File: config.mk
export PLATFORM = sky130hd
export DESIGN_NAME = irq_stim_gen
export DESIGN_NICKNAME = d
export VERILOG_FILES = /design/src/rtl/irq_stim_pkg.sv /design/src/rtl/irq_stim_chan.sv /design/src/rtl/irq_stim_gen.sv
export SDC_FILE = /design/constraint.sdc
export NUM_CORES = 1
export LEC_CHECK = 0
export CAP_MARGIN = 20
export CORE_UTILIZATION = 55
export CTS_CLUSTER_DIAMETER = 120
export CTS_CLUSTER_SIZE = 10
export DETAILED_ROUTE_END_ITERATION = 10
export PLACE_DENSITY = 0.91
export SETUP_SLACK_MARGIN = 0.02
export SLEW_MARGIN = 25
export SYNTH_ARGS = -nofsm -noshare
export SYNTH_HDL_FRONTEND = slang
export SYNTH_HIERARCHICAL = 1
export SYNTH_SLANG_ARGS = --single-unit
File: constraint.sdc
create_clock -name clk -period 3.6 [get_ports clk]
set_input_delay 1.08 -clock clk [delete_from_list [all_inputs] [get_ports clk]]
set_output_delay 1.08 -clock clk [all_outputs]
set_load 0.1 [all_outputs]
File: src/rtl/irq_stim_pkg.sv
// Shared types and constants for the interrupt stimulus generator.
package irq_stim_pkg;

    localparam logic [1:0] MODE_OFF   = 2'b00;
    localparam logic [1:0] MODE_IDLE  = 2'b01;
    localparam logic [1:0] MODE_FREE  = 2'b10;
    localparam logic [1:0] MODE_LEVEL = 2'b11;

    // Right-shifting Galois form of x^16 + x^14 + x^13 + x^11.
    localparam logic [15:0] LFSR_TAPS = 16'hB400;

    typedef enum logic [1:0] {
        CH_WAIT = 2'd0,
        CH_FIRE = 2'd1,
        CH_HOLD = 2'd2
    } chan_state_e;

    function automatic logic [15:0] lfsr_next(input logic [15:0] cur);
        return {1'b0, cur[15:1]} ^ (cur[0] ? LFSR_TAPS : 16'h0000);
    endfunction

endpackage

File: src/rtl/irq_stim_chan.sv
// One interrupt channel: random-gap wait, fixed-width pulse or level-until-ack hold.
module irq_stim_chan
    import irq_stim_pkg::*;
#(
    parameter int GAP_WIDTH   = 3,
    parameter int PULSE_WIDTH = 1
) (
    input  logic                 clk,
    input  logic                 reset,
    input  logic                 eligible,
    input  logic                 force_off,
    input  logic                 level_mode,
    input  logic                 irq_ack,
    input  logic [GAP_WIDTH-1:0] reload,
    output logic                 irq,
    output logic                 fire
);

    chan_state_e          state_q, state_d;
    logic [GAP_WIDTH-1:0] cnt_q, cnt_d;
    logic [3:0]           pcnt_q, pcnt_d;

    always_comb begin
        state_d = state_q;
        cnt_d   = cnt_q;
        pcnt_d  = pcnt_q;
        fire    = 1'b0;
        if (force_off) begin
            state_d = CH_WAIT;
            cnt_d   = '0;
        end else begin
            case (state_q)
                CH_WAIT: begin
                    if (eligible) begin
                        if (cnt_q != '0) begin
                            cnt_d = cnt_q - GAP_WIDTH'(1);
                        end else begin
                            state_d = level_mode ? CH_HOLD : CH_FIRE;
                            pcnt_d  = 4'(PULSE_WIDTH - 1);
                            fire    = 1'b1;
                        end
                    end
                end
                CH_FIRE: begin
                    // pcnt holds the remaining high edges after the current one
                    if (pcnt_q == 4'd0) begin
                        state_d = CH_WAIT;
                        cnt_d   = reload;
                    end else begin
                        pcnt_d = pcnt_q - 4'd1;
                    end
                end
                CH_HOLD: begin
                    if (irq_ack) begin
                        state_d = CH_WAIT;
                        cnt_d   = reload;
                    end
                end
                default: state_d = CH_WAIT;
            endcase
        end
    end

    always_ff @(posedge clk or negedge reset) begin
        if (!reset) begin
            state_q <= CH_WAIT;
            cnt_q   <= '0;
            pcnt_q  <= '0;
        end else begin
            state_q <= state_d;
            cnt_q   <= cnt_d;
            pcnt_q  <= pcnt_d;
        end
    end

    assign irq = (state_q != CH_WAIT);

endmodule

File: src/rtl/irq_stim_gen.sv
// Interrupt stimulus generator with shared LFSR, halt-opcode detector and drain timer.
module irq_stim_gen
    import irq_stim_pkg::*;
#(
    parameter int          NUM_CH       = 4,
    parameter int          GAP_WIDTH    = 3,
    parameter int          PULSE_WIDTH  = 1,
    parameter logic [15:0] LFSR_SEED    = 16'hACE1,
    parameter int          INSTR_WIDTH  = 32,
    parameter logic [9:0]  HALT_OPCODE  = 10'b0000000001,
    parameter int          DRAIN_CYCLES = 5
) (
    input  logic                   clk,
    input  logic                   reset,
    input  logic [1:0]             mode,
    input  logic [NUM_CH-1:0]      ch_mask,
    input  logic                   ps_idle,
    input  logic [INSTR_WIDTH-1:0] instr,
    input  logic [NUM_CH-1:0]      irq_ack,
    output logic [NUM_CH-1:0]      irq,
    output logic                   halt_seen,
    output logic                   test_done,
    output logic [15:0]            irq_count
);

    // An all-zero seed would lock the LFSR.
    localparam logic [15:0] SEED = (LFSR_SEED == 16'h0000) ? 16'h0001 : LFSR_SEED;

    logic [15:0]       lfsr_q, lfsr_d;
    logic              halt_seen_q, halt_seen_d;
    logic              test_done_q, test_done_d;
    logic [7:0]        drain_q, drain_d;
    logic [15:0]       irq_count_q, irq_count_d;
    logic [NUM_CH-1:0] fire;
    logic [3:0]        fire_sum;
    logic [16:0]       count_sum;
    logic              elig_base;
    logic              unused_instr;

    assign unused_instr = ^instr[INSTR_WIDTH-11:0];

    // halt_seen is registered, so a fire eligible on the halt edge still happens
    assign elig_base = !halt_seen_q && (mode != MODE_OFF) && ((mode != MODE_IDLE) || ps_idle);

    for (genvar ch = 0; ch < NUM_CH; ch++) begin : g_chan
        irq_stim_chan #(
            .GAP_WIDTH  (GAP_WIDTH),
            .PULSE_WIDTH(PULSE_WIDTH)
        ) u_chan (
            .clk       (clk),
            .reset     (reset),
            .eligible  (ch_mask[ch] && elig_base),
            .force_off (mode == MODE_OFF),
            .level_mode(mode == MODE_LEVEL),
            .irq_ack   (irq_ack[ch]),
            .reload    (lfsr_q[GAP_WIDTH*ch +: GAP_WIDTH]),
            .irq       (irq[ch]),
            .fire      (fire[ch])
        );
    end

    always_comb begin
        lfsr_d = (mode != MODE_OFF) ? lfsr_next(lfsr_q) : lfsr_q;

        fire_sum = 4'd0;
        for (int i = 0; i < NUM_CH; i++) begin
            fire_sum = fire_sum + 4'(fire[i]);
        end
        count_sum   = {1'b0, irq_count_q} + {13'd0, fire_sum};
        irq_count_d = count_sum[16] ? 16'hFFFF : count_sum[15:0];

        halt_seen_d = halt_seen_q || (instr[INSTR_WIDTH-1 -: 10] == HALT_OPCODE);
        test_done_d = test_done_q;
        drain_d     = drain_q;
        if (halt_seen_q && !test_done_q) begin
            drain_d = drain_q + 8'd1;
            if (drain_q == 8'(DRAIN_CYCLES - 1)) begin
                test_done_d = 1'b1;
            end
        end
    end

    always_ff @(posedge clk or negedge reset) begin
        if (!reset) begin
            lfsr_q      <= SEED;
            halt_seen_q <= 1'b0;
            test_done_q <= 1'b0;
            drain_q     <= 8'd0;
            irq_count_q <= 16'd0;
        end else begin
            lfsr_q      <= lfsr_d;
            halt_seen_q <= halt_seen_d;
            test_done_q <= test_done_d;
            drain_q     <= drain_d;
            irq_count_q <= irq_count_d;
        end
    end

    assign halt_seen = halt_seen_q;
    assign test_done = test_done_q;
    assign irq_count = irq_count_q;

endmodule

## Word-level counts from Yosys, hierarchy flattened

Index checks and enable logic that the tools add are counted.

| operators by class | value |
|---|---|
| $add $sub $neg | 13 |
| equal/unequal tests | 44 |
| muxes and demuxes | 83 |
| bitwise operators | 2 |
| reduce and logical (&&, ||, !) cells | 50 |

Operators with widths:

| cell | number |
|---|---|
| $mux W3 | 20 |
| $mux W4 | 12 |
| $mux W2 | 21 |
| $reduce_and A5 Y1 | 8 |
| $pmux W3 S3 | 4 |
| $ne A3 B2 Y1 const B | 11 |
| $mux W16 | 2 |
| $pmux W4 S2 | 4 |
| $pmux W2 S3 | 4 |
| $ne A3 B3 Y1 const B | 6 |
| $reduce_bool A2 Y1 | 9 |
| $add A16 B4 Y17 | 1 |
| $logic_not A4 Y1 | 4 |
| $mux W1 | 16 |
| $ne A2 B2 Y1 const B | 8 |
| $reduce_and A4 Y1 | 4 |
| $reduce_bool A4 Y1 | 4 |
| $sub A4 B1 Y4 const B | 4 |
| $xor A15 B16 Y16 | 1 |
| $reduce_bool A3 Y1 | 4 |
| $sub A3 B1 Y3 const B | 4 |
| $eq A10 B1 Y1 const B | 1 |
| $eq A2 B2 Y1 const B | 5 |
| $logic_not A2 Y1 | 5 |
| other kinds (13) | 30 |

| storage, ports and cells | value |
|---|---|
| bits in registers | 78 |
| input port bits | 45 |
| word-level logic and storage cells | 209 |

## Logic depth before layout (Yosys ltp)

Gate-level depths: netlist of the first run.

| depth | value |
|---|---|
| word-level depth | 12 |
| mapped depth | 14 |

## By module

The synthesis of the first run kept the hierarchy.

Modules (own cells, without submodules):

| module | times used | cells an instance | area each (µm²) | sequential area each (µm²) |
|---|---|---|---|---|
| irq_stim_chan (g_chan[0].u_chan ...) | 3 | 74 | 700.7 | 225.2 |
| irq_stim_gen | 1 | 172 | 1,993.2 | 1,061.0 |
| irq_stim_chan (g_chan[2].u_chan) | 1 | 76 | 726.9 | 225.2 |

## Least setup slack after synthesis of the first run

No wires, ideal clock.

| timing path | value |
|---|---|
| path kind | input -> register |
| start | input port mode[1] |
| end | register irq_count_q[13], in the netlist irq_count[13] |
| arrival time | 4,234 ps |
| setup slack | -702 ps |
| stages | 14 |
| path through | nor2_1 clkbuf_1 buf_2 nor2b_1 and3_1 fa_1 inv_1 fa_1 inv_1 fa_1 nand4_2 or4b_4 nand4_1 o21a_1 |

RTL lines:

| what | line | RTL |
|---|---|---|
| start: declaration | irq_stim_gen.sv:15 | `input logic [1:0] mode,` |
| $ne A2 B1 Y1 / $reduce_bool A2 Y1 (equally long branches) | irq_stim_gen.sv:43 | `assign elig_base = !halt_seen_q && (mode != MODE_OFF) && ((mode != MODE_IDLE) \|\| ps_idle);` |
| $logic_or A1 B1 Y1 / $logic_and A1 B1 Y1 (equally long branches) | irq_stim_gen.sv:43 |  |
| $logic_and A1 B1 Y1 | irq_stim_gen.sv:43 |  |
| $logic_and A1 B1 Y1 | irq_stim_gen.sv:52 | `.eligible (ch_mask[ch] && elig_base),` |
| $mux W1 | irq_stim_chan.sv:34 | `if (eligible) begin` |
| $mux W1 | irq_stim_chan.sv:32 | `case (state_q)` |
| $mux W1 * | irq_stim_chan.sv:28 | `if (force_off) begin` |
| via fire[2] | irq_stim_gen.sv:34 | `logic [NUM_CH-1:0] fire;` |
| $add A2 B1 Y3 * | irq_stim_gen.sv:67 | `fire_sum = fire_sum + 4'(fire[i]);` |
| $add A3 B1 Y4 * | irq_stim_gen.sv:67 |  |
| $add A16 B4 Y17 * | irq_stim_gen.sv:69 | `count_sum = {1'b0, irq_count_q} + {13'd0, fire_sum};` |
| $mux W16 * | irq_stim_gen.sv:70 | `irq_count_d = count_sum[16] ? 16'hFFFF : count_sum[15:0];` |
| via irq_count_d[13] | irq_stim_gen.sv:33 | `logic [15:0] irq_count_q, irq_count_d;` |
| end signal: assignment | irq_stim_gen.sv:95 | `irq_count_q <= irq_count_d;` |
| end: declaration | irq_stim_gen.sv:33 |  |

Mark *: on every way through the listed nets, which the timed path passes. The rest lies on a longest branch.
A chain may end at the register's enable or synchronous reset.

## Worst setup path in the final report of the first run

Same ends and word-level chain as after synthesis.

==> run_results.csv, run 1 <==
group,metric,value,unit
outcome,status,"finished clean",
pwr,power.density,845,mW/mm^2
timing,max_freq,279,MHz
detailed_routing,routedWlPerCell,16.6,um
timing,finalHoldViolCount,0,
global_routing,grt_pass1_wl,17.7,mm
placed_design,gp_congestion,0.821,
timing,min_period,3.59,ns
clock_network,cts_sinks,78,
yosys,post_synth_instance_area,0.00482,sq mm
timing,setup_viol,0,
floorplanning,die_area,0.00915,sq mm
yosys,synth-seq-area-share,40.7,%
job,cap_violations,0,
yosys,synth_enable_flop_cells,0,
final_layout,antennaDiodeCount,0,
pwr,peakVddDrop,0.000675,V
timing,period_share,99.6,%
timing,fin_skew,0.0137,ns
yosys,ys_async_sr_fraction,100,%
worst_setup_path,crit_end,"irq_count[13]$_DFF_PN0_",
floorplanning,die_w,95.6,um
clock_network,clk_path_buf_depth,2,
placed_design,dpl.hpwl,7.13,mm
worst_setup_path,crit_type,"in -> reg",
final_layout,fin_nets,621,
yosys,synthFlopType,"dfrtp_1",
worst_setup_path,rrSetupSlack,0.23,ns
timing,relSlewSlack,54.2,%
clock_network,cts_root_buffer,"clkbuf_8",
worst_setup_path,critical_path.startpoint,"mode[1]",
detailed_routing,ant_nets,0,
yosys,yosysMostFrequentCell,"dfrtp_1",
clock_network,insertion_delay,0.37,ns
final_layout,fin_cells,652,
worst_setup_path,worst_setup_path_end_kind,"flop",
detailed_routing,routed_wl,10.8,mm
clock_network,numCtsBuffers,9,
floorplanning,core_region_area,0.00834,sq mm
floorplanning,rows,33,
timing,rsz0062_at_grt,"yes",
floorplanning,die_h,95.6,um
global_routing,grt_max_degree,79,
floorplanning,io_pins,67,
placed_design,dp_cells,629,
detailed_routing,vias,3809,
final_layout,fillCellCount,550,
detailed_routing,drt-initial-drc-count,171,
yosys,synth.top_cell.area_share,36.3,%
yosys,ys_warn_count,6,
yosys,synth_nets,549,
worst_setup_path,cp.required,3.91,ns
timing,slew_viol_final,0,
yosys,synth_largest_area_cell,"dfrtp_1",
yosys,synth_cells,470,
detailed_routing,drc,0,
yosys,yosys-top-cells-area,"dfrtp_1 (36%), ha_1 (8.0%), dfstp_2 (4.4%), mux2_4 (3.7%), inv_1 (3.3%)",
hold_path,min-delay-path-class,"reg -> reg",
floorplanning,start_util,57.8,%
yosys,ys_ff_latch,78,
global_routing,grtUsageTotal,25.3,%
yosys,ys_types,54,
final_layout,syn2layout_area_growth,20.0,%
detailed_routing,viasPerCell,5.84,
final_layout,drive_above_1_share,26.7,%
final_layout,fin_area,0.00579,sq mm
clock_network,cts.hold.buffers_added,0,
pwr,leakagePower,0.00264,uW
worst_setup_path,critPathArrivalTime,3.90,ns
detailed_routing,firstDrtPassIters,4,
yosys,syn_area_per_cell,10.3,sq um
placed_design,port-buffer-count,44,
worst_setup_path,reg2reg_from,"g_chan[2].u_chan/state_q[1]$_DFFE_PN0P_",
worst_setup_path,reg2regPathDepth,15,
clock_network,clk_pin_slew,0.09,ns
clock_network,cts_tree,"yes",
global_routing,grt_pass1_vias,3836,
worst_setup_path,worst_setup_path_start_kind,"input pin",
global_routing,antenna_found_initial,0,
worst_setup_path,critPathMaxFanout,5,
worst_setup_path,timing.rr.end,"irq_count[6]$_DFF_PN0_",
timing,worst_pin_slew,0.687,ns
clock_network,htree_levels,3,
placed_design,dpl-instance-area,0.00546,sq mm
global_routing,overflow,0,
yosys,ys_top_cells_by_count,"dfrtp_1 (70), inv_1 (42), ha_1 (31), nor2_1 (29), nand2_1 (28)",
-- timing repair --
| item | in CTS | in global routing |
|---|---|---|
| pin swaps | 10 | 4 |
| gates resized for setup | 22 | 11 |
| setup endpoints to repair | 16 | 11 |
| setup buffers | 4 | 2 |
| gates cloned | 1 | 0 |
-- registers in the layout, indices dropped and copies added (netlist names) --
name / flops
irq_count: 16
drain_q: 8
g_chan.u_chan/cnt_q: 12
lfsr_q: 16
g_chan.u_chan/state_q: 8
g_chan.u_chan/pcnt_q: 16
test_done: 1
halt_seen: 1
-- kinds of logic (layout without fill, tap and decap cells) --
| group | Yosys count | in the layout | share of synthesized area [%] |
|---|---|---|---|
| AND/OR/NAND/NOR | 178 | 179 | 22.4 |
| AO/OA/AOI/OAI | 78 | 78 | 11.6 |
| flip-flops | 78 | 78 | 40.7 |
| buffers and inverters | 51 | 127 | 4.38 |
| adder cells (fa/ha/maj) | 34 | 34 | 9.29 |
| multiplexers | 31 | 31 | 8.04 |
| XOR/XNOR | 20 | 20 | 3.63 |
-- power by group --
part | internal (uW) | switching (uW)
combinational | 1160 | 1550
clock | 339 | 342
sequential | 1210 | 292
-- final cells by class --
cell class	count	area, sq um	area share, %
Timing Repair Buffer	69	577	9.97
Tap cell	105	131	2.27
Inverter	42	158	2.72
Multi-Input combinational cell	342	2760	47.7
Clock buffer	11	141	2.44
Sequential cell	78	1960	33.9
Clock inverter	5	58.8	1.02
-- worst max-delay path, stage by stage --
cell     delay (ns)
buf_2          0.12
a21oi_4        0.13
nor2_4         0.06
and2_4         0.16
and3_4         0.18
fa_1           0.52
inv_2          0.05
fa_2           0.39
inv_2          0.07
fa_2           0.23
nand4_4        0.09
or4b_4         0.56
nand4_1        0.13
o21a_1         0.12
-- metrics by stage --
| step | TNS, ns | hold slack, ns | total power [uW] | worst slack [ns] | util [%] |
|---|---|---|---|---|---|
| after detailed placement | -11.19 | 0.466 | 4110 | -0.755 | 65.5 |
| after global routing | -0.188 | 0.535 | 5230 | -0.0693 | 69.4 |
| after floorplan | -3.27 | 0.446 | 3570 | -0.257 | - |
| after CTS | 0 | 0.489 | 4840 | 0.0102 | 68.5 |
| final | 0 | 0.495 | 4890 | 0.0134 | 69.4 |
| after global placement | -10.33 | 0.465 | 3960 | -0.701 | 65.5 |
-- layer usage --
layer / share of wire [%] / up-vias / GRT usage [%]
met4: 2.5 / 0 / 12.4
met1: 42 / 1896 / 31.0
met3: 3.8 / 30 / 4.55
li1: - / 1798 / -
met2: 52 / 85 / 42.9
met5: 0 / - / 0
-- cell usage in the layout, fill, tap and decap left out, types with 16 or more instances in the layout --
cell type,instances
ha_1,31
nand2_1,27
buf_4,45
nand2b_1,16
nor2b_1,19
nor2_1,27
inv_1,40
clkdlybuf4s50_1,16
dfrtp_1,70
-- worst min path at each step --
| stage | start | slack [ns] | cells after the start | endpoint |
|---|---|---|---|---|
| 3_5_place_dp | drain_q[7]$_DFFE_PN0P_ | 0.47 | 1 | drain_q[7]$_DFFE_PN0P_ |
| 3_3_place_gp | lfsr_q[12]$_DFFE_PN0N_ | 0.46 | 2 | lfsr_q[12]$_DFFE_PN0N_ |
| 2_1_floorplan | lfsr_q[12]$_DFFE_PN0N_ | 0.45 | 2 | lfsr_q[12]$_DFFE_PN0N_ |
| 4_1_cts | drain_q[7]$_DFFE_PN0P_ | 0.49 | 1 | drain_q[7]$_DFFE_PN0P_ |
| 5_1_grt | drain_q[7]$_DFFE_PN0P_ | 0.54 | 1 | drain_q[7]$_DFFE_PN0P_ |
| 6_report | drain_q[7]$_DFFE_PN0P_ | 0.49 | 1 | drain_q[7]$_DFFE_PN0P_ |
No activity file was read; power rests on OpenSTA's default activity.
==> run 2: changes to the inputs <==
- CTS_CLUSTER_SIZE: 10 -> unset
==> results of run 2 <==
Final layout, timing and power as in run 1 (identical DEF).
